`config.mk`:
```
export PLATFORM = sky130hd
export DESIGN_NAME = vram_fill_arbiter
export DESIGN_NICKNAME = d
export VERILOG_FILES = /design/src/rtl/vram_fill_arbiter.sv
export SDC_FILE = /design/constraint.sdc
export NUM_CORES = 1
export LEC_CHECK = 0
export BUFFER_PORTS_ARGS = -buffer_cell sky130_fd_sc_hd__buf_2
export CAP_MARGIN = 15
export CORE_MARGIN = 5
export CORE_UTILIZATION = 30
export CTS_BUF_LIST = sky130_fd_sc_hd__clkbuf_8
export CTS_CLUSTER_SIZE = 28
export DETAILED_ROUTE_END_ITERATION = 7
export PLACE_DENSITY = 0.61
export SLEW_MARGIN = 20
export SYNTH_ARGS = -nofsm -noshare
export SYNTH_HDL_FRONTEND = slang
export SYNTH_SLANG_ARGS = --single-unit
```
`constraint.sdc`:
```
create_clock -name Clock -period 2.4 [get_ports Clock]
set_input_delay 0.36 -clock Clock [delete_from_list [all_inputs] [get_ports Clock]]
set_output_delay 0.36 -clock Clock [all_outputs]
set_load 0.02 [all_outputs]
```
`src/rtl/vram_fill_arbiter.sv`:
```
// Video memory write-port arbiter: CPU WVM writes share one port with a range-fill engine.
// Optional VRAM_FILL_ROUND_ROBIN_EN alternates the grant under contention instead of strict CPU priority.
module vram_fill_arbiter #(
  parameter int ADDR_W = 16,
  parameter int DATA_W = 3
) (
  input  logic              Clock,
  input  logic              Reset,
  input  logic              iCpuWrEn,
  input  logic [ADDR_W-1:0] iCpuAddr,
  input  logic [DATA_W-1:0] iCpuData,
  output logic              oCpuStall,
  input  logic              iFillStart,
  input  logic [ADDR_W-1:0] iFillFirst,
  input  logic [ADDR_W-1:0] iFillLast,
  input  logic [DATA_W-1:0] iFillColor,
  output logic              oFillBusy,
  output logic              oFillDone,
  output logic              oVmWrEn,
  output logic [ADDR_W-1:0] oVmAddr,
  output logic [DATA_W-1:0] oVmData
);

  typedef enum logic [1:0] {IDLE, FILL, DONE} state_t;

  state_t            state;
  logic [ADDR_W-1:0] ptr;
  logic [ADDR_W-1:0] last;
  logic [DATA_W-1:0] color;

  logic fill_req;
  logic cpu_gnt;
  logic fill_gnt;

  assign fill_req  = (state == FILL);
  assign oFillBusy = (state != IDLE);

`ifdef VRAM_FILL_ROUND_ROBIN_EN
  // rr_flag=1 means the CPU won the last contended cycle, so the fill wins the next one
  logic rr_flag;
  logic contend;

  assign contend   = iCpuWrEn && fill_req;
  assign cpu_gnt   = iCpuWrEn && !(contend && rr_flag);
  assign fill_gnt  = fill_req && !(contend && !rr_flag);
  assign oCpuStall = contend && rr_flag;

  always_ff @(posedge Clock or negedge Reset) begin
    if (!Reset) rr_flag <= 1'b0;
    else if (contend) rr_flag <= !rr_flag;
  end
`else
  assign cpu_gnt   = iCpuWrEn;
  assign fill_gnt  = fill_req && !iCpuWrEn;
  assign oCpuStall = 1'b0;
`endif

  always_ff @(posedge Clock or negedge Reset) begin
    if (!Reset) begin
      state     <= IDLE;
      ptr       <= '0;
      last      <= '0;
      color     <= '0;
      oFillDone <= 1'b0;
      oVmWrEn   <= 1'b0;
      oVmAddr   <= '0;
      oVmData   <= '0;
    end else begin
      oFillDone <= 1'b0;
      oVmWrEn   <= cpu_gnt || fill_gnt;
      if (cpu_gnt) begin
        oVmAddr <= iCpuAddr;
        oVmData <= iCpuData;
      end else if (fill_gnt) begin
        oVmAddr <= ptr;
        oVmData <= color;
      end
      case (state)
        IDLE: if (iFillStart) begin
          ptr   <= iFillFirst;
          last  <= iFillLast;
          color <= iFillColor;
          state <= (iFillFirst <= iFillLast) ? FILL : DONE;
        end
        // compare before increment so a range ending at all-ones never wraps
        FILL: if (fill_gnt) begin
          if (ptr == last) state <= DONE;
          else ptr <= ptr + 1'b1;
        end
        DONE: begin
          oFillDone <= 1'b1;
          state     <= IDLE;
        end
        default: state <= IDLE;
      endcase
    end
  end

endmodule
```
==> qor.yml <==
detailed_routing:
  met2_length_um: 4210
  drtIter0Drc: 289
  drc_errors: 0
  met1_length_um: 4440
  ant_nets: 0
  wl_per_cell_um: 16.0
  met3_length_um: 598
  drt-total-wl_um: 9480
  maxUsedRoutingLayer: "met4"
  firstDrtPassIters: 4
  dr_total_vias: 2978
  post_drt_via_cell_ratio: 5.01
synth:
  yosys_warnings: 0
  synth_edf_count: 0
  yosysTopAreaCell: "dfrtp_1"
  syn_nets: 447
  synthArstFlopShare: 1.00
  synth_most_common_cell: "nand2_1"
  synth_cells: 372
  avgSynthCellArea_um2: 8.91
  synth.distinct_cells: 44
  ys_seq_area_frac: 0.438
  synth_top_flop_cell: "dfrtp_1"
  netlist_area_mm2: 0.00331
  synth_commonest_cells: "nand2_1 (69), dfrtp_1 (58), o21ai_0 (46)"
  yosysTopAreaCellShare: 0.438
  ys_top_cells_by_area: "dfrtp_1 (44%), nand2_1 (7.8%), o21ai_0 (6.9%), ha_1 (6.4%), mux2i_1 (5.4%)"
  synth-seq-cells: 58
floorplan:
  dieArea_mm2: 0.0133
  ios: 81
  coreArea_mm2: 0.0108
  start_util: 0.306
  rows: 38
  die_w_um: 115
  fp.dieH_um: 115
power:
  leakage_nw: 2.00
  power_density_mw_per_mm2: 1120
  vdd_drop_max_mv: 0.308
sta:
  setup_viol: 0
  timing.final.hold_violations: 0
  fin_ws_ps: 247
  slew_viol_final: 0
  whs_ps: 48.7
  clock.fmax_mhz: 464
  fin_skew_ps: 9.86
  finalSetupTns_ps: 0
  worstMarginPinSlew_ps: 784
  fin_crit_sh: 0.897
  rsz0062_at_grt: "no"
  max_slew_margin: 0.472
  post-route-min-period_ps: 2150
clocking:
  root_buffer: "clkbuf_8"
  ctsHoldBuffers: 0
  clk_pin_slew_ps: 60
  cts_tree: "yes"
  ctsHtreeMaxLevel: 3
  cts_buffer_depth: 2
  clock_latency_ps: 350
  cts_resized: 0
  cts.sinks: 58
  post_cts_buffers: 0
  cts_buffers: 9
setup_path:
  worstPathRequired_ps: 2630
  critPathSlowestCell: "o21ai_0"
  cp-start-kind: "register"
  cp_cell_sequence: "xor2_1 > nor4_1 > and4_1 > o21ai_0 > mux2_2"
  crit_type: "reg -> reg"
  cpPeakStageDelay_ps: 630
  path_max_fanout: 9
  cp-end-kind: "register"
  cp.arrival_ps: 2390
  r2r_setup_slack_ps: 250
finish:
  fill_cells: 1150
  syn2layout_area_growth_pct: 23.5
  drive_above_1_share: 0.242
  seq_area_mm2: 0.00145
  fin_util: 0.378
  diodes: 0
  nets: 525
  multi_input_area_mm2: 0.00168
global_route:
  antenna_found_initial: 0
  grt_pass1_vias: 2921
  grt_max_degree: 41
  grt_pass1_wl_um: 15400
  grt_use_total: 0.151
  overflow: 0
place:
  place.gp.congestion: 0.936
  portBuffers: 79
  hpwl_um: 7300
  place_ws_ps: 199
hold_path:
  hp-class: "in -> async"
status:
  status: "finished clean"
job:
  cap_violations: 0
final timing paths:
| path | start | depth (start not counted) | to |
|---|---|---|---|
| setup / recovery | ptr[0] | 5 | ptr[1] |
| hold / removal | Reset | 1 | last[1] |
| setup reg to reg | ptr[0] | 5 | ptr[1] |
| hold reg to reg | color[1] | 2 | color[1] |
| max in group asynchronous | Reset | 2 | ptr[11] |
| min in group Clock | iFillColor[0] | 3 | color[0] |
logic make-up (layout without fill, tap and decap cells):
| family | after synthesis | count (layout) | share of synthesized area |
|---|---|---|---|
| adder cells (fa/ha/maj) | 17 | 17 | 0.0642 |
| AND/OR/NAND/NOR | 123 | 123 | 0.171 |
| XOR/XNOR | 16 | 16 | 0.0423 |
| AO/OA/AOI/OAI | 92 | 92 | 0.169 |
| buffers and inverters | 46 | 128 | 0.0566 |
| flip-flops | 58 | 58 | 0.438 |
| other | 1 | 1 | 0.00113 |
| multiplexers | 19 | 19 | 0.0578 |
worst max-delay path, delay by kind of cell, from the launching register on:
kind / cells / cell delay, ps
multiplexers: 1 / 410
AO/OA/AOI/OAI: 1 / 630
AND/OR/NAND/NOR: 2 / 290
XOR/XNOR: 1 / 180
flip-flops: 1 / 520
cell usage in the layout (no fill, tap or decap), drive strengths merged, types with 3 or more instances in the layout:
master,instances
nor2b,4
nor4,6
o311ai,6
inv,22
buf,92
nand2,69
o21ai,46
dfrtp,58
clkbuf,12
nand3,4
a21o,4
nor2,11
ha,17
nand4,8
a21oi,17
or4,4
o211ai,3
mux2i,18
nor3,8
xor2,16
per-stage QoR:
step                      instances  power [mW]  instance area [um^2]
after floorplan                 372        3.01                  3310
after global placement          579        3.61                  3890
after detailed placement        579        3.66                  3890
after CTS                       594        4.62                  4090
after global routing            594        4.93                  4090
final                           594        4.58                  4090
state kept, by name, summed over array words and instances, names as in the netlist:
name	cells
oVmWrEn	1
ptr	16
oVmData	3
color	3
oFillDone	1
oVmAddr	16
state	2
last	16
routing by layer:
layer,track usage,vias up
met5,0,-
met4,0.0751,0
met3,0.0305,18
met2,0.227,95
met1,0.207,1400
li1,-,1465
final cells by class:
cell class	count	area share
multi-input cells	268	0.410
flip-flops and latches	58	0.355
repair buffers	92	0.124
well taps	140	0.0428
clock buffers	12	0.0404
inverters	21	0.0193
clock inverters	3	0.00948
power by group:
part           internal [mW]  leakage [nW]  switching [mW]
Clock                  0.553         0.110           0.386
Combinational          0.767          1.19            1.06
Sequential              1.38         0.703           0.431
Note: power is estimated with default switching activity, not from simulation.
